--- config.mk ---
export PLATFORM = sky130hd
export DESIGN_NAME = pht_write_scheduler_flat
export DESIGN_NICKNAME = d
export VERILOG_FILES = /design/src/rtl/pht_pkg.sv /design/src/rtl/pht_write_scheduler_if.sv /design/src/rtl/pht_wbuf.sv /design/src/rtl/pht_write_scheduler.sv /design/src/flat_wrapper.sv
export SDC_FILE = /design/constraint.sdc
export NUM_CORES = 1
export LEC_CHECK = 0
export CORE_MARGIN = 2
export CORE_UTILIZATION = 53
export CTS_CLUSTER_DIAMETER = 30
export DETAILED_ROUTE_END_ITERATION = 10
export PLACE_DENSITY = 0.86
export SETUP_SLACK_MARGIN = 0.4
export SLEW_MARGIN = 10
export SYNTH_ARGS = -nofsm -noshare
export SYNTH_HDL_FRONTEND = slang
export SYNTH_SLANG_ARGS = --single-unit
--- constraint.sdc ---
create_clock -name clk -period 3.48 [get_ports clk]
set_input_delay 0.522 -clock clk [delete_from_list [all_inputs] [get_ports clk]]
set_output_delay 0.522 -clock clk [all_outputs]
set_load 0.03 [all_outputs]
--- src/rtl/pht_pkg.sv ---
// Shared types and constants for the PHT write scheduler.
package pht_pkg;

  typedef enum logic {
    SWEEP = 1'b0,
    RUN   = 1'b1
  } pht_state_e;

  localparam int unsigned DROP_CNT_WIDTH = 8;

  function automatic logic [DROP_CNT_WIDTH-1:0] sat_inc(input logic [DROP_CNT_WIDTH-1:0] v);
    return (&v) ? v : v + 1'b1;
  endfunction

endpackage

--- src/rtl/pht_write_scheduler_if.sv ---
// Request/write-port bundle of the PHT write scheduler.
// Optional forwarding signals exist only when PHT_WR_FORWARD_EN is defined.
interface pht_write_scheduler_if #(
  parameter int unsigned INDEX_WIDTH   = 12,
  parameter int unsigned COUNTER_WIDTH = 2
);
  logic                               flush_req;
  logic                               rb_valid;
  logic [INDEX_WIDTH-1:0]             rb_index;
  logic [COUNTER_WIDTH-1:0]           rb_data;
  logic                               co_valid;
  logic [INDEX_WIDTH-1:0]             co_index;
  logic [COUNTER_WIDTH-1:0]           co_data;
  logic                               wr_en;
  logic [INDEX_WIDTH-1:0]             wr_index;
  logic [COUNTER_WIDTH-1:0]           wr_data;
  logic                               busy;
  logic                               buf_full;
  logic [pht_pkg::DROP_CNT_WIDTH-1:0] drop_cnt;
`ifdef PHT_WR_FORWARD_EN
  logic [INDEX_WIDTH-1:0]             rd_index;
  logic                               fwd_hit;
  logic [COUNTER_WIDTH-1:0]           fwd_data;
`endif

  modport master (
    output flush_req, rb_valid, rb_index, rb_data, co_valid, co_index, co_data,
    input  wr_en, wr_index, wr_data, busy, buf_full, drop_cnt
`ifdef PHT_WR_FORWARD_EN
    , output rd_index,
    input  fwd_hit, fwd_data
`endif
  );

  modport slave (
    input  flush_req, rb_valid, rb_index, rb_data, co_valid, co_index, co_data,
    output wr_en, wr_index, wr_data, busy, buf_full, drop_cnt
`ifdef PHT_WR_FORWARD_EN
    , input rd_index,
    output fwd_hit, fwd_data
`endif
  );

endinterface

--- src/rtl/pht_wbuf.sv ---
// Coalescing write buffer for deferred corrected PHT writes.
// PHT_WR_FORWARD_EN adds a combinational slot lookup on i_rd_index.
module pht_wbuf #(
  parameter int unsigned INDEX_WIDTH   = 12,
  parameter int unsigned COUNTER_WIDTH = 2,
  parameter int unsigned BUF_DEPTH     = 4
) (
  input  logic                     clk,
  input  logic                     rst_n,
  input  logic                     i_clear,
  input  logic                     i_rb_inval,
  input  logic [INDEX_WIDTH-1:0]   i_rb_index,
  input  logic                     i_drain,
  input  logic                     i_co_push,
  input  logic [INDEX_WIDTH-1:0]   i_co_index,
  input  logic [COUNTER_WIDTH-1:0] i_co_data,
  output logic                     o_drain_valid,
  output logic [INDEX_WIDTH-1:0]   o_drain_index,
  output logic [COUNTER_WIDTH-1:0] o_drain_data,
  output logic                     o_full,
  output logic                     o_co_drop
`ifdef PHT_WR_FORWARD_EN
  ,
  input  logic [INDEX_WIDTH-1:0]   i_rd_index,
  output logic                     o_fwd_hit,
  output logic [COUNTER_WIDTH-1:0] o_fwd_data
`endif
);

  localparam int unsigned SEL_W = $clog2(BUF_DEPTH);

  typedef struct packed {
    logic                     valid;
    logic [INDEX_WIDTH-1:0]   index;
    logic [COUNTER_WIDTH-1:0] data;
  } slot_t;

  slot_t                r_slot [BUF_DEPTH];
  logic [BUF_DEPTH-1:0] w_valid;
  logic [BUF_DEPTH-1:0] w_inval;
  logic [BUF_DEPTH-1:0] w_drained;
  logic [BUF_DEPTH-1:0] w_live;
  logic [SEL_W-1:0]     w_drain_sel;
  logic [SEL_W-1:0]     w_match_sel;
  logic [SEL_W-1:0]     w_free_sel;
  logic                 w_has_valid;
  logic                 w_match_found;
  logic                 w_free_found;

  // Free slots come from the pre-cycle valid bits, so a slot released this
  // cycle is never reused; matches exclude slots invalidated or drained now.
  always_comb begin
    w_valid       = '0;
    w_inval       = '0;
    w_drained     = '0;
    w_live        = '0;
    w_drain_sel   = '0;
    w_match_sel   = '0;
    w_free_sel    = '0;
    w_has_valid   = 1'b0;
    w_match_found = 1'b0;
    w_free_found  = 1'b0;
    for (int unsigned i = 0; i < BUF_DEPTH; i++) begin
      w_valid[i] = r_slot[i].valid;
      if (w_valid[i] && !w_has_valid) begin
        w_has_valid = 1'b1;
        w_drain_sel = SEL_W'(i);
      end
      if (!w_valid[i] && !w_free_found) begin
        w_free_found = 1'b1;
        w_free_sel   = SEL_W'(i);
      end
    end
    for (int unsigned i = 0; i < BUF_DEPTH; i++) begin
      w_inval[i]   = i_rb_inval && w_valid[i] && (r_slot[i].index == i_rb_index);
      w_drained[i] = i_drain && w_has_valid && (w_drain_sel == SEL_W'(i));
      w_live[i]    = w_valid[i] && !w_inval[i] && !w_drained[i];
      if (w_live[i] && (r_slot[i].index == i_co_index) && !w_match_found) begin
        w_match_found = 1'b1;
        w_match_sel   = SEL_W'(i);
      end
    end
  end

  assign o_drain_valid = w_has_valid;
  assign o_drain_index = r_slot[w_drain_sel].index;
  assign o_drain_data  = r_slot[w_drain_sel].data;
  assign o_full        = &w_valid;
  assign o_co_drop     = i_co_push && !w_match_found && !w_free_found;

  always_ff @(posedge clk) begin
    if (!rst_n || i_clear) begin
      for (int unsigned i = 0; i < BUF_DEPTH; i++) r_slot[i] <= '0;
    end else begin
      for (int unsigned i = 0; i < BUF_DEPTH; i++) begin
        if (w_inval[i] || w_drained[i]) r_slot[i].valid <= 1'b0;
        if (i_co_push && w_match_found && (w_match_sel == SEL_W'(i)))
          r_slot[i].data <= i_co_data;
        if (i_co_push && !w_match_found && w_free_found && (w_free_sel == SEL_W'(i)))
          r_slot[i] <= '{valid: 1'b1, index: i_co_index, data: i_co_data};
      end
    end
  end

`ifdef PHT_WR_FORWARD_EN
  always_comb begin
    o_fwd_hit  = 1'b0;
    o_fwd_data = '0;
    for (int unsigned i = 0; i < BUF_DEPTH; i++) begin
      if (w_valid[i] && (r_slot[i].index == i_rd_index) && !o_fwd_hit) begin
        o_fwd_hit  = 1'b1;
        o_fwd_data = r_slot[i].data;
      end
    end
  end
`endif

endmodule

--- src/rtl/pht_write_scheduler.sv ---
// Single registered PHT write port: init sweep, rollback priority, buffered corrected writes.
// Define PHT_WR_FORWARD_EN to add read-index forwarding from the write stage and buffer.
module pht_write_scheduler
  import pht_pkg::*;
#(
  parameter int unsigned              INDEX_WIDTH   = 12,
  parameter int unsigned              COUNTER_WIDTH = 2,
  parameter logic [COUNTER_WIDTH-1:0] COUNTER_INIT  = '0,
  parameter int unsigned              BUF_DEPTH     = 4
) (
  input  logic                  clk,
  input  logic                  rst_n,
  pht_write_scheduler_if.slave  bus
);

  pht_state_e                r_state;
  logic [INDEX_WIDTH-1:0]    r_sweep_cnt;
  logic                      r_wr_en;
  logic [INDEX_WIDTH-1:0]    r_wr_index;
  logic [COUNTER_WIDTH-1:0]  r_wr_data;
  logic [DROP_CNT_WIDTH-1:0] r_drop_cnt;

  logic                      w_run;
  logic                      w_rb_go;
  logic                      w_drain_go;
  logic                      w_co_direct;
  logic                      w_co_push;
  logic                      w_drain_valid;
  logic [INDEX_WIDTH-1:0]    w_drain_index;
  logic [COUNTER_WIDTH-1:0]  w_drain_data;
  logic                      w_full;
  logic                      w_co_drop;

  assign w_run       = (r_state == RUN) && !bus.flush_req;
  assign w_rb_go     = w_run && bus.rb_valid;
  assign w_drain_go  = w_run && !bus.rb_valid && w_drain_valid;
  assign w_co_direct = w_run && !bus.rb_valid && !w_drain_valid && bus.co_valid;
  assign w_co_push   = w_run && bus.co_valid && !w_co_direct;

`ifdef PHT_WR_FORWARD_EN
  logic                     w_slot_hit;
  logic [COUNTER_WIDTH-1:0] w_slot_data;
  logic                     w_wr_hit;
  logic                     w_fwd_on;
`endif

  pht_wbuf #(
    .INDEX_WIDTH   (INDEX_WIDTH),
    .COUNTER_WIDTH (COUNTER_WIDTH),
    .BUF_DEPTH     (BUF_DEPTH)
  ) u_wbuf (
    .clk           (clk),
    .rst_n         (rst_n),
    .i_clear       (bus.flush_req),
    .i_rb_inval    (w_rb_go),
    .i_rb_index    (bus.rb_index),
    .i_drain       (w_drain_go),
    .i_co_push     (w_co_push),
    .i_co_index    (bus.co_index),
    .i_co_data     (bus.co_data),
    .o_drain_valid (w_drain_valid),
    .o_drain_index (w_drain_index),
    .o_drain_data  (w_drain_data),
    .o_full        (w_full),
    .o_co_drop     (w_co_drop)
`ifdef PHT_WR_FORWARD_EN
    ,
    .i_rd_index    (bus.rd_index),
    .o_fwd_hit     (w_slot_hit),
    .o_fwd_data    (w_slot_data)
`endif
  );

  always_ff @(posedge clk) begin
    if (!rst_n) begin
      r_state     <= SWEEP;
      r_sweep_cnt <= '0;
      r_wr_en     <= 1'b0;
      r_wr_index  <= '0;
      r_wr_data   <= '0;
      r_drop_cnt  <= '0;
    end else if (bus.flush_req) begin
      r_state     <= SWEEP;
      r_sweep_cnt <= '0;
      r_wr_en     <= 1'b0;
    end else begin
      unique case (r_state)
        SWEEP: begin
          r_wr_en     <= 1'b1;
          r_wr_index  <= r_sweep_cnt;
          r_wr_data   <= COUNTER_INIT;
          r_sweep_cnt <= r_sweep_cnt + 1'b1;
          if (&r_sweep_cnt) r_state <= RUN;
        end
        RUN: begin
          if (w_rb_go) begin
            r_wr_en    <= 1'b1;
            r_wr_index <= bus.rb_index;
            r_wr_data  <= bus.rb_data;
          end else if (w_drain_go) begin
            r_wr_en    <= 1'b1;
            r_wr_index <= w_drain_index;
            r_wr_data  <= w_drain_data;
          end else if (w_co_direct) begin
            r_wr_en    <= 1'b1;
            r_wr_index <= bus.co_index;
            r_wr_data  <= bus.co_data;
          end else begin
            r_wr_en    <= 1'b0;
          end
          if (w_co_drop) r_drop_cnt <= sat_inc(r_drop_cnt);
        end
      endcase
    end
  end

  assign bus.wr_en    = r_wr_en;
  assign bus.wr_index = r_wr_index;
  assign bus.wr_data  = r_wr_data;
  assign bus.busy     = (r_state == SWEEP);
  assign bus.buf_full = w_full;
  assign bus.drop_cnt = r_drop_cnt;

`ifdef PHT_WR_FORWARD_EN
  // The write stage is newer than any buffered value, so it wins on a match.
  assign w_fwd_on     = (r_state == RUN);
  assign w_wr_hit     = r_wr_en && (r_wr_index == bus.rd_index);
  assign bus.fwd_hit  = w_fwd_on && (w_wr_hit || w_slot_hit);
  assign bus.fwd_data = !w_fwd_on ? '0 :
                        w_wr_hit  ? r_wr_data :
                        w_slot_hit ? w_slot_data : '0;
`endif

endmodule

--- src/flat_wrapper.sv ---
// flat-port wrapper written by rule: the top's interface ports become plain ports
module pht_write_scheduler_flat import pht_pkg::*;
#(
  parameter int unsigned              INDEX_WIDTH   = 12,
  parameter int unsigned              COUNTER_WIDTH = 2,
  parameter logic [COUNTER_WIDTH-1:0] COUNTER_INIT  = '0,
  parameter int unsigned              BUF_DEPTH     = 4
)
  (clk, rst_n, bus_flush_req, bus_rb_valid, bus_rb_index, bus_rb_data, bus_co_valid, bus_co_index, bus_co_data, bus_wr_en, bus_wr_index, bus_wr_data, bus_busy, bus_buf_full, bus_drop_cnt);
  pht_write_scheduler_if #(.INDEX_WIDTH(INDEX_WIDTH), .COUNTER_WIDTH(COUNTER_WIDTH)) bus_i ();
  input  logic clk;
  input  logic rst_n;
  input wire logic [$bits(bus_i.flush_req)-1:0] bus_flush_req;
  input wire logic [$bits(bus_i.rb_valid)-1:0] bus_rb_valid;
  input wire logic [$bits(bus_i.rb_index)-1:0] bus_rb_index;
  input wire logic [$bits(bus_i.rb_data)-1:0] bus_rb_data;
  input wire logic [$bits(bus_i.co_valid)-1:0] bus_co_valid;
  input wire logic [$bits(bus_i.co_index)-1:0] bus_co_index;
  input wire logic [$bits(bus_i.co_data)-1:0] bus_co_data;
  output wire logic [$bits(bus_i.wr_en)-1:0] bus_wr_en;
  output wire logic [$bits(bus_i.wr_index)-1:0] bus_wr_index;
  output wire logic [$bits(bus_i.wr_data)-1:0] bus_wr_data;
  output wire logic [$bits(bus_i.busy)-1:0] bus_busy;
  output wire logic [$bits(bus_i.buf_full)-1:0] bus_buf_full;
  output wire logic [$bits(bus_i.drop_cnt)-1:0] bus_drop_cnt;
  assign bus_i.flush_req = bus_flush_req;
  assign bus_i.rb_valid = bus_rb_valid;
  assign bus_i.rb_index = bus_rb_index;
  assign bus_i.rb_data = bus_rb_data;
  assign bus_i.co_valid = bus_co_valid;
  assign bus_i.co_index = bus_co_index;
  assign bus_i.co_data = bus_co_data;
  assign bus_wr_en = bus_i.wr_en;
  assign bus_wr_index = bus_i.wr_index;
  assign bus_wr_data = bus_i.wr_data;
  assign bus_busy = bus_i.busy;
  assign bus_buf_full = bus_i.buf_full;
  assign bus_drop_cnt = bus_i.drop_cnt;
  pht_write_scheduler #(.INDEX_WIDTH(INDEX_WIDTH), .COUNTER_WIDTH(COUNTER_WIDTH), .COUNTER_INIT(COUNTER_INIT), .BUF_DEPTH(BUF_DEPTH)) u_core (.clk(clk), .rst_n(rst_n), .bus(bus_i));
endmodule
==> results of run 1 <==
-- final cells by class --
cell class,count,area (µm²)
multi-input combinational,460,3490
clock inverter,7,63.81
fill,870,3821
timing repair buffer,106,989.7
sequential,96,2522
tap,143,178.9
inverter,8,30.03
clock buffer,9,225.2
-- through the flow --
stage	instance area (µm²)	setup WS (ns)
after detailed placement	6985	-0.1511
after floorplan	6123	0.5251
after global placement	6985	-0.08465
after global routing	7500	0.3331
after CTS	7332	0.3985
final	7500	0.4791
-- metal layers --
| layer | GRT usage, % | vias to the layer above | part of all wire, % |
|---|---|---|---|
| met5 | 0 | - | 0 |
| li1 | - | 2346 | - |
| met3 | 5.661 | 33 | 7.3 |
| met2 | 46.18 | 260 | 47 |
| met1 | 37.96 | 2448 | 43 |
| met4 | 9.712 | 0 | 3.0 |
-- worst max-delay path, cell delays in order --
cell	delay, ns
clkdlybuf4s50_1	0.65
xnor2_1	0.18
nand4_1	0.12
or4_4	0.60
o21ai_4	0.23
or3_1	0.14
buf_4	0.17
o21ai_2	0.10
or3_1	0.38
-- state kept, by name, summed over array words and instances (netlist names) --
name / cells
u_core.u_wbuf.r_slot: 60
u_core.bus.wr_index: 12
u_core.r_sweep_cnt: 12
u_core.bus.drop_cnt: 8
u_core.bus.wr_data: 2
u_core.bus.wr_en: 1
u_core.r_state: 1
-- cells by family after synthesis --
kind of cell               count (synthesis)  share of synthesized area (%)
buffers and inverters                     59                          4.743
and+or+nand+nor                          222                          21.18
AOI/OAI and AO/OA                         98                          9.201
DFF                                       96                          41.22
muxes                                     31                          7.933
xor gates and xnor gates                 107                          15.31
adders and majority gates                  2                         0.4088
-- layout by cell type (no fill, tap or decap), types with 3 or more instances in the layout --
master            n
o22ai_1           3
and2_1           52
nor3_1            7
xnor2_1          75
buf_4            46
inv_6             3
mux4_2           14
mux2i_1          17
o21ai_1           3
o21bai_1          3
nor4_1            9
and3_1            7
clkdlybuf4s50_1  43
edfxtp_1         60
nand2_1          25
nor4_2            5
dlymetal6s2s_1   13
a21oi_1          43
nand2b_1          8
xor2_1           17
nor2_1           26
xnor2_2          15
nor2b_1           3
nand3_1          16
nand3b_1          3
or3_1             8
inv_1             8
o21ai_0          30
clkbuf_16         9
o21a_1            3
nand4_1          33
dfxtp_1          36
or4_1             3
-- how the worst min path moves through the flow --
stage	from	to	slack (ns)	depth (start not counted)
after floorplan	u_core.r_sweep_cnt[0]$_SDFFE_PP0N_	u_core.r_sweep_cnt[0]$_SDFFE_PP0N_	0.47	2
after global placement	u_core.bus.wr_data[1]$_SDFFE_PN0P_	u_core.bus.wr_data[1]$_SDFFE_PN0P_	0.46	2
after detailed placement	u_core.bus.wr_data[1]$_SDFFE_PN0P_	u_core.bus.wr_data[1]$_SDFFE_PN0P_	0.47	2
after CTS	u_core.bus.wr_data[1]$_SDFFE_PN0P_	u_core.bus.wr_data[1]$_SDFFE_PN0P_	0.48	2
after global routing	u_core.bus.wr_data[1]$_SDFFE_PN0P_	u_core.bus.wr_data[1]$_SDFFE_PN0P_	0.51	2
final	u_core.bus.wr_data[1]$_SDFFE_PN0P_	u_core.bus.wr_data[1]$_SDFFE_PN0P_	0.47	2
-- power groups by stage --
stage | Combinational [mW] | Sequential (mW) | Clock [mW]
2_1_floorplan | 0.234 | 1.31 | 0
3_3_place_gp | 0.366 | 1.32 | 0
3_5_place_dp | 0.370 | 1.32 | 0
4_1_cts | 0.374 | 1.29 | 0.986
5_1_grt | 0.413 | 1.30 | 1.03
6_report | 0.389 | 1.30 | 0.978
-- timing repair --
item | in CTS | in global routing
setup buffers | 1 | 0
pin swaps | 1 | 1
endpoints found under the setup margin | 83 | 114
gates resized for setup | 11 | 33
hold buffers | 0 | 0
==> summary.md, run 1 <==
| Metric | Value |
|---|---|
| Syn_area_per_cell | `9.951 µm²` |
| Synth Register Bits | `96` |
| Netlist Area Pre-Place | `6120 µm²` |
| I/O Buffers | `57` |
| Largest net degree at the start of global routing | `26` |
| Clock power share | `36.7%` |
| Worst-case reg-to-reg path depth | `8` |
| Initial Util | `54.06%` |
| Peak supply drop | `0.0002733 V` |
| DRC viols | `0` |
| Setup TNS | `0 ns` |
| Headroom to the max-slew limit | `43.60%` |
| H-tree levels | `3` |
| Crit. Startpoint | `bus_co_index[3]` |
| CTS max path bufs | `2` |
| Initial antenna violation count | `0` |
| Total Routing Usage GR | `28.28%` |
| Peak Freq | `333.2 MHz` |
| Die X | `111.5 µm` |
| Core ar. | `11320 µm²` |
| Pwr dens | `355.3 nW/µm²` |
| Post-synth top flop | `edfxtp_1` |
| P_leak | `2.708 nW` |
| Boundary Pins | `58` |
| Switching share of total power | `27.67%` |
| RSZ-0062 raised after global routing | `yes` |
| Detailed Place HPWL | `13590 µm` |
| Die height | `111.5 µm` |
| Drt via density | `6.136` |
| Hold Violations, Final | `0` |
| TritonCTS clock tree | `yes` |
| Cell Rows | `39` |
| Core Util, Final | `66.25%` |
| Status | `finished, final reports clean` |
| Psw | `0.7373 mW` |
| Mapped Nets | `650` |
| Count of cell types in the netlist | `54` |
| Post-Layout Cell Count | `829` |
| Area contributors post-synth | `edfxtp_1, xnor2_1, dfxtp_1` |
| Reg2reg setup slack | `0.61 ns` |
| FF-to-FF End | `u_core.u_wbuf.r_slot[2][14]$_SDFFCE_PN0P_` |
| Final GP Congestion | `1.042` |
| Number of diodes | `0` |
| DR vias | `5087` |
| Clk sink count | `96` |
| Reg power frac | `48.7%` |
| Top cell type's share of synthesized area | `29.44%` |
| CTS buffer count | `9` |
| Critical Path RT | `3.58 ns` |
| Tcrit/Tclk final | `86.23%` |
| Finish-stage setup viols | `0` |
| Hold slack | `0.4711 ns` |
| Syn-to-layout area delta | `22.55%` |
| Dpl cells | `812` |
| Post-DR wirelength/cell | `20.90 µm` |
| Logic pwr share | `14.6%` |
| Post-synth top cells | `xnor2_1, edfxtp_1, and2_1` |
| CP endpoint kind | `flip-flop` |
| Ys async rst share | `0%` |
| Worst-Margin Slew | `0.8459 ns` |
| Ratio of cells with drive above 1 in the final layout | `16.91%` |
| Synth warn | `0` |
| Fin crit period | `3.001 ns` |
| Root Buffer | `clkbuf_16` |
| Final Max Slew Viols | `0` |
| Reg-to-Reg Start | `u_core.u_wbuf.r_slot[1][8]$_SDFFCE_PN0P_` |
| Total global routing overflow | `0` |
| Worst-Skew Late Latency | `0.36 ns` |
| WS Path Type | `in2reg` |
| Hold WC Path Type | `reg2reg` |
| Max Cap Violations | `0` |
| Global-route wire length before repair | `27070 µm` |
| Startpoint types | `primary input` |
| Final nets | `716` |
| CTS clk-pin slew, worst paths | `0.07 ns` |
| CP max FO | `8` |
| Crit path arrival time | `3.11 ns` |
| Vias in the first global route | `4982` |
| Synth area leader | `edfxtp_1` |
| Final WL | `17320 µm` |
| Sequential-to-total area share from yosys stat | `41.22%` |
| Internal power | `1.927 mW` |
| Worst Skew | `0.01214 ns` |
| Pre-Repair DR Iteration Count | `5` |
| Syn Inst Count | `615` |
| Die area | `12420 µm²` |
| CP endpoint | `u_core.u_wbuf.r_slot[2][14]$_SDFFCE_PN0P_` |
| Most numerous cell in the Yosys netlist | `xnor2_1` |
| Power, Total | `2.664 mW` |
| DRT antenna net count | `0` |
| Post-synth EDFFs | `60` |
| Starting DRT DRC Count | `726` |
(Power assumes the default switching activity.)
==> run 2: changes to the inputs <==
--- a/config.mk
+++ b/config.mk
@@ -6,10 +6,10 @@
 export NUM_CORES = 1
 export LEC_CHECK = 0
 export CORE_MARGIN = 2
-export CORE_UTILIZATION = 53
+export CORE_UTILIZATION = 40
 export CTS_CLUSTER_DIAMETER = 30
 export DETAILED_ROUTE_END_ITERATION = 10
-export PLACE_DENSITY = 0.86
+export PLACE_DENSITY = 0.69
 export SETUP_SLACK_MARGIN = 0.4
 export SLEW_MARGIN = 10
 export SYNTH_ARGS = -nofsm -noshare
==> run 2 against run 1 <==
Effect of this change: worst hold slack better by 0.0071 ns; clock skew fell by 0.0031 ns; first-iteration DRC count shrank 47%; design area up 1.2%; cell count increased by 7.1%; via count barely moved; global-route usage is 5.6 points lower; sequential share of layout area down 0.40 points; sequential cell count is the same; clock-buffer cell count stayed put; total power rose by 0.88%; combinational power grew 3%; largest cell class unchanged; highest routed layer unchanged.
==> summary.md, run 2 (synthesis results as in run 1) <==
| Metric | Value |
|---|---|
| Startpoint types | `primary input` |
| Final WL | `18060 µm (+4.3%)` |
| Vias in the first global route | `5016 (+0.68%)` |
| Design area | `7590 µm² (+1.2%)` |
| CTS clk-pin slew, worst paths | `0.06 ns (about the same)` |
| Busiest grt layer | `met2` |
| Peak Freq | `330.4 MHz (-0.85%)` |
| Placed Area | `7164 µm² (+2.6%)` |
| Clock power share | `36.9% (+0.2 points)` |
| Initial Util | `40.56% (-14 points)` |
| Area of the multi-input gates | `3415 µm² (-2.2%)` |
| Psw | `0.7017 mW (-4.8%)` |
| Clk sink count | `96 (unchanged)` |
| Peak supply drop | `0.0002488 V (-9.0%)` |
| Largest Register | `u_core.u_wbuf.r_slot` |
| TritonCTS clock tree | `yes` |
| Die X | `127.7 µm (+15%)` |
| Final nets | `731 (+2.1%)` |
| Met1 GRT Util | `31.22% (-6.7 points)` |
| FF+latch area | `2522 µm² (unchanged)` |
| Number of diodes | `0 (unchanged)` |
| Fillers | `1385 (+59%)` |
| Largest net degree at the start of global routing | `28 (+7.7%)` |
| Switching share of total power | `26.11% (-1.6 points)` |
| Max Cap Violations | `0 (unchanged)` |
| Core Util, Final | `50.30% (-16 points)` |
| Worst-Skew Late Latency | `0.35 ns (about the same)` |
| Die area | `16300 µm² (+31%)` |
| Pre-Repair DR Iteration Count | `6 (+1)` |
| Pwr dens | `354.2 nW/µm² (-0.32%)` |
| Cell Rows | `45 (+15%)` |
| Reg power frac | `48.2% (-0.5 points)` |
| Die height | `127.7 µm (+15%)` |
| Core ar. | `15090 µm² (+33%)` |
| Finish-stage setup viols | `0 (unchanged)` |
| Fin crit period | `3.027 ns (+0.02587 ns)` |
| Headroom to the max-slew limit | `45.14% (+1.5 points)` |
| DRC viols | `0 (unchanged)` |
| Final setup margin | `0.4532 ns (-0.02587 ns)` |
| Global-route wire length before repair | `27890 µm (+3.0%)` |
| Hold WC Path Type | `reg2reg` |
| CP max FO | `7 (-1)` |
| CTS buffer count | `9 (unchanged)` |
| Hold slack | `0.4781 ns (+0.007059 ns)` |
| Crit path arrival time | `3.07 ns (-0.04 ns)` |
| Worst-Margin Slew | `0.8229 ns (-0.02300 ns)` |
| Max FFs per register | `60 (unchanged)` |
| Tcrit/Tclk final | `86.98% (+0.74 points)` |
| Status | `finished, final reports clean` |
| Total global routing overflow | `0 (unchanged)` |
| Logic pwr share | `14.8% (+0.2 points)` |
| Worst Skew | `0.009029 ns (-0.003114 ns)` |
| I/O Buffers | `57 (unchanged)` |
| CTS max path bufs | `2 (unchanged)` |
| Total Routing Usage GR | `22.64% (-5.6 points)` |
| Root Buffer | `clkbuf_16` |
| DRT antenna net count | `0 (unchanged)` |
| RSZ-0062 raised after global routing | `no` |
| Post-DR wirelength/cell | `20.34 µm (-2.7%)` |
| Met3 Use GR | `3.005% (-2.7 points)` |
| WS Path Type | `in2reg` |
| Detailed Place HPWL | `14280 µm (+5.1%)` |
| Ratio of cells with drive above 1 in the final layout | `17.29% (+0.38 points)` |
| Boundary Pins | `58 (unchanged)` |
| H-tree levels | `3 (unchanged)` |
| Setup TNS | `0 ns (unchanged)` |
| DR vias | `5091 (+0.079%)` |
| CTS Hold Bufs | `0 (unchanged)` |
| Starting DRT DRC Count | `387 (-47%)` |
| Syn-to-layout area delta | `24.02%` |
| Pre-CTS WS | `-0.4796 ns (-0.3285 ns)` |
| Drt via density | `5.733 (-6.6%)` |
| Initial antenna violation count | `0 (unchanged)` |
| CP endpoint kind | `flip-flop` |
| Final Max Slew Viols | `0 (unchanged)` |
| Met2 Use GR | `36.52% (-9.7 points)` |
| Final GP Congestion | `0.9730 (-6.6%)` |
| Internal power | `1.986 mW (+3.1%)` |
| Commonest non-fill, non-tap cells in the layout | `xnor2_1, buf_4, edfxtp_1` |
| P_leak | `2.609 nW (-3.6%)` |
| Most common cell after layout, fill and taps aside | `xnor2_1` |
| Critical Path RT | `3.52 ns (-0.06 ns)` |
| Hold Violations, Final | `0 (unchanged)` |
run 2: cell types whose count changed in the layout (fill, tap and decap cells not counted), moves of 2 or more:
cell / previous run / this run
buf_12: 1 / 4
buf_6: 2 / 0
inv_6: 3 / 0
clkinv_4: 2 / 0
clkdlybuf4s50_1: 43 / 57
buf_4: 46 / 60
xnor2_2: 15 / 4
dlymetal6s2s_1: 13 / 0
clkinvlp_4: 0 / 3
xnor2_1: 75 / 86
run 2: power by group through the flow:
stage	clock [mW]	sequential (mW)	combinational, mW
detailed placement	0	1.32	0.393
finish	0.992	1.30	0.399
CTS	0.998	1.29	0.395
floorplan	0	1.31	0.234
global route	1.04	1.30	0.428
global placement	0	1.32	0.388
run 2: metrics by stage:
stage          instances  power, mW
2_1_floorplan        615      1.543
3_3_place_gp         870      1.706
3_5_place_dp         870      1.711
4_1_cts              885      2.687
5_1_grt              888      2.765
6_report             888      2.688
run 2: critical path, cell delays in order:
cell	delay [ns]
clkdlybuf4s50_1	0.57
xnor2_1	0.34
nand4_1	0.14
nor4_1	0.35
buf_4	0.20
nor3b_2	0.07
or3_4	0.44
o21ai_2	0.26
o21bai_1	0.19
run 2: layer usage:
metal,wire (µm),part of all wire [%]
met3,1127,6.2
met1,8020,44
met5,0,0
met4,505,2.8
met2,8406,47
run 2: cell type report:
type	count	share of cell area (%)
Clock buffer	9	2.967
Clock inverter	6	0.8078
Inverter	8	0.3956
Multi-Input combinational cell	460	44.99
Sequential cell	96	33.23
Tap cell	188	3.099
Timing Repair Buffer	121	14.51
run 2: final timing paths:
kind	start	endpoint	slack [ns]	cells past startpoint
worst min-delay path	u_core.bus.wr_data[0]$_SDFFE_PN0P_	u_core.bus.wr_data[0]$_SDFFE_PN0P_	0.48	2
worst max register to register	u_core.u_wbuf.r_slot[2][8]$_SDFFCE_PN0P_	u_core.u_wbuf.r_slot[2][0]$_SDFFCE_PN0P_	0.70	8
worst min register to register	u_core.bus.wr_data[0]$_SDFFE_PN0P_	u_core.bus.wr_data[0]$_SDFFE_PN0P_	0.48	2
worst max-delay path	bus_rb_index[6]	u_core.u_wbuf.r_slot[2][0]$_SDFFCE_PN0P_	0.45	9
run 2: repair_timing:
| item | 4_1_cts | 5_1_grt |
|---|---|---|
| pin swaps | 1 | 3 |
| cloned | 0 | 0 |
| resized for setup | 6 | 12 |
| setup endpoints to repair | 116 | 85 |
| buffers inserted | 0 | 3 |
==> run 3: changes to the inputs <==
--- a/config.mk
+++ b/config.mk
@@ -5,11 +5,11 @@
 export SDC_FILE = /design/constraint.sdc
 export NUM_CORES = 1
 export LEC_CHECK = 0
-export CORE_MARGIN = 2
-export CORE_UTILIZATION = 40
+export CORE_UTILIZATION = 30
 export CTS_CLUSTER_DIAMETER = 30
 export DETAILED_ROUTE_END_ITERATION = 10
-export PLACE_DENSITY = 0.69
+export PLACE_DENSITY = 0.57
+export REMOVE_ABC_BUFFERS = 1
 export SETUP_SLACK_MARGIN = 0.4
 export SLEW_MARGIN = 10
 export SYNTH_ARGS = -nofsm -noshare
==> run 3 against run 2 <==
Effect of this change: utilization fell by 10 points; routed wire length rose by 15%; sequential power barely moved; largest power group unchanged; global-route usage fell by 2.0 points; non-clock buffer count rose by 20; design area rose by 4.3%.
==> summary.md, run 3 (synthesis results as in run 1) <==
| Metric | Value |
|---|---|
| Area of the multi-input gates | `3472 µm² (+1.7%)` |
| Vias in the first global route | `5091 (+1.5%)` |
| Slowest-stage cell, CP | `clkdlybuf4s50_1` |
| Fin crit period | `3.020 ns (-0.006539 ns)` |
| Final nets | `751 (+2.7%)` |
| FF-to-FF End | `u_core.u_wbuf.r_slot[0][8]$_SDFFCE_PN0P_` |
| Commonest non-fill, non-tap cells in the layout | `buf_4, xnor2_1, edfxtp_1` |
| CP endpoint kind | `flip-flop` |
| Worst Hold Path EP | `u_core.bus.wr_data[0]$_SDFFE_PN0P_` |
| Clk sink count | `96 (unchanged)` |
| Tcrit/Tclk final | `86.79% (-0.19 points)` |
| CTS clk-pin slew, worst paths | `0.07 ns (about the same)` |
| Worst Skew | `0.008529 ns (-0.0004998 ns)` |
| Headroom to the max-slew limit | `49.23% (+4.1 points)` |
| Min-delay src | `u_core.bus.wr_data[0]$_SDFFE_PN0P_` |
| Peak Freq | `331.1 MHz (+0.22%)` |
| Detailed Place HPWL | `16190 µm (+13%)` |
| DRC viols | `0 (unchanged)` |
| Most frequent CP cell | `buf_4` |
| Starting DRT DRC Count | `483 (+25%)` |
| Worst-case reg-to-reg path depth | `8 (unchanged)` |
| Initial Util | `31.04% (-9.5 points)` |
| Largest net degree at the start of global routing | `28 (unchanged)` |
| Fillers | `1943 (+40%)` |
| Most common cell after layout, fill and taps aside | `buf_4` |
| Met2 Use GR | `34.64% (-1.9 points)` |
| CTS buffer count | `9 (unchanged)` |
| Met1 GRT Util | `27.10% (-4.1 points)` |
| FF+latch area | `2522 µm² (unchanged)` |
| Status | `finished, final reports clean` |
| Post-DR wirelength/cell | `21.00 µm (+3.3%)` |
| Slowest stage delay, CP | `0.68 ns (+0.11 ns)` |
| Root Buffer | `clkbuf_16` |
| Worst-Skew Late Latency | `0.36 ns (about the same)` |
| Startpoint types | `primary input` |
| Die X | `144.8 µm (+13%)` |
| WS Path Type | `in2reg` |
| Cell Rows | `51 (+13%)` |
| Max Cap Violations | `0 (unchanged)` |
| DR vias | `5136 (+0.88%)` |
| Met3 Use GR | `2.896% (-0.11 points)` |
| Pre-CTS WS | `-0.1425 ns (+0.3372 ns)` |
| RSZ-0062 raised after global routing | `no` |
| Finish-stage setup viols | `0 (unchanged)` |
| Core ar. | `19720 µm² (+31%)` |
| I/O Buffers | `57 (unchanged)` |
| Reg2reg setup slack | `0.66 ns (-0.04 ns)` |
| Hold Violations, Final | `0 (unchanged)` |
| Initial antenna violation count | `0 (unchanged)` |
| H-tree levels | `3 (unchanged)` |
| P_leak | `2.855 nW (+9.4%)` |
| Number of diodes | `0 (unchanged)` |
| Crit path arrival time | `3.13 ns (+0.06 ns)` |
| CP max FO | `8 (+1)` |
| Pre-Repair DR Iteration Count | `6 (unchanged)` |
| Global-route wire length before repair | `31260 µm (+12%)` |
| Largest Register | `u_core.u_wbuf.r_slot` |
| Final WL | `20710 µm (+15%)` |
| Worst-Margin Slew | `0.7616 ns (-0.06137 ns)` |
| CTS max path bufs | `2 (unchanged)` |
| DRT antenna net count | `0 (unchanged)` |
| Final setup margin | `0.4598 ns (+0.006539 ns)` |
| Die area | `20970 µm² (+29%)` |
| Die height | `144.8 µm (+13%)` |
| Busiest grt layer | `met2` |
| Total Routing Usage GR | `20.62% (-2.0 points)` |
| Pwr dens | `349.6 nW/µm² (-1.3%)` |
| Reg-to-Reg Start | `u_core.u_wbuf.r_slot[0][14]$_SDFFCE_PN0P_` |
| Hold WC Path Type | `reg2reg` |
| Final GP Congestion | `0.9452 (-2.9%)` |
| Max FFs per register | `60 (unchanged)` |
| Critical Path RT | `3.59 ns (+0.07 ns)` |
| Power, Total | `2.766 mW (+2.9%)` |
| Syn-to-layout area delta | `29.32%` |
| TritonCTS clock tree | `yes` |
| Drt via density | `5.209 (-9.1%)` |
| Hold depth | `2 (unchanged)` |
| Final Max Slew Viols | `0 (unchanged)` |
| Peak supply drop | `0.0002344 V (-5.8%)` |
| CTS Hold Bufs | `0 (unchanged)` |
| Crit-path cells | `clkdlybuf4s50_1 > xnor2_1 > nand4_1 > or4_4 > o21ai_4 > buf_4 > or2_2 > nor3_2 > buf_4 > and2_1` |
| Ratio of cells with drive above 1 in the final layout | `20.67% (+3.4 points)` |
| Total global routing overflow | `0 (unchanged)` |
| Boundary Pins | `58 (unchanged)` |
==> run 3: power by group <==
part | internal (mW) | switching [mW]
logic | 0.205 | 0.233
registers | 1.24 | 0.0438
clock network | 0.574 | 0.467
==> run 3: final cells by class <==
type / instances / share of cell area, %
well taps: 265 / 4.190
flip-flops and latches: 96 / 31.87
repair buffers: 141 / 15.79
clock inverters: 5 / 0.4111
clock buffers: 11 / 3.478
multi-input cells: 460 / 43.87
inverters: 8 / 0.3794
==> run 3: timing repair <==
| item | CTS | global route |
|---|---|---|
| endpoints found under the setup margin | 74 | 108 |
| buffers inserted | 0 | 1 |
| resized for setup | 10 | 27 |
| pin swaps | 0 | 2 |
| endpoints found under the hold margin | 0 | 0 |
==> run 3: per-stage QoR <==
stage               TNS, ns  cells  util [%]  hold slack [ns]  area, µm²
floorplan           -0.7700    564         -           0.4652       5859
global route              0    986     40.14           0.4895       7914
global placement    -0.9114    969     37.58           0.4590       7410
CTS                       0    985     39.36           0.4751       7761
detailed placement   -3.120    969     37.58           0.4659       7410
finish                    0    986     40.14           0.4719       7914
==> run 3: worst max-delay path by stage <==
| stage | end | slack, ns | cells past startpoint | from |
|---|---|---|---|---|
| finish | u_core.u_wbuf.r_slot[0][8]$_SDFFCE_PN0P_ | 0.46 | 10 | bus_co_index[7] |
| global route | u_core.u_wbuf.r_slot[0][0]$_SDFFCE_PN0P_ | 0.36 | 10 | bus_rb_index[4] |
| CTS | u_core.u_wbuf.r_slot[1][9]$_SDFFCE_PN0P_ | 0.41 | 9 | bus_rb_index[6] |
| detailed placement | u_core.u_wbuf.r_slot[1][9]$_SDFFCE_PN0P_ | -0.14 | 9 | bus_rb_index[7] |
| global placement | u_core.u_wbuf.r_slot[1][9]$_SDFFCE_PN0P_ | -0.07 | 9 | bus_rb_index[6] |
| floorplan | u_core.u_wbuf.r_slot[3][10]$_SDFFCE_PN0P_ | -0.04 | 6 | u_core.u_wbuf.r_slot[3][14]$_DFFE_PP_ |
==> run 3: layer usage <==
metal  routed length, µm  part of all wire (%)
met1                9244                    45
met2                9961                    48
met3                 937                   4.5
met4                 562                   2.7
met5                   0                     0
==> run 3: worst max-delay path: cells and delay by family <==
kind / cells / cell delay (ns)
AO/OA/AOI/OAI: 1 / 0.16
buffers and inverters: 3 / 1.07
XOR/XNOR: 1 / 0.17
AND/OR/NAND/NOR: 5 / 1.19
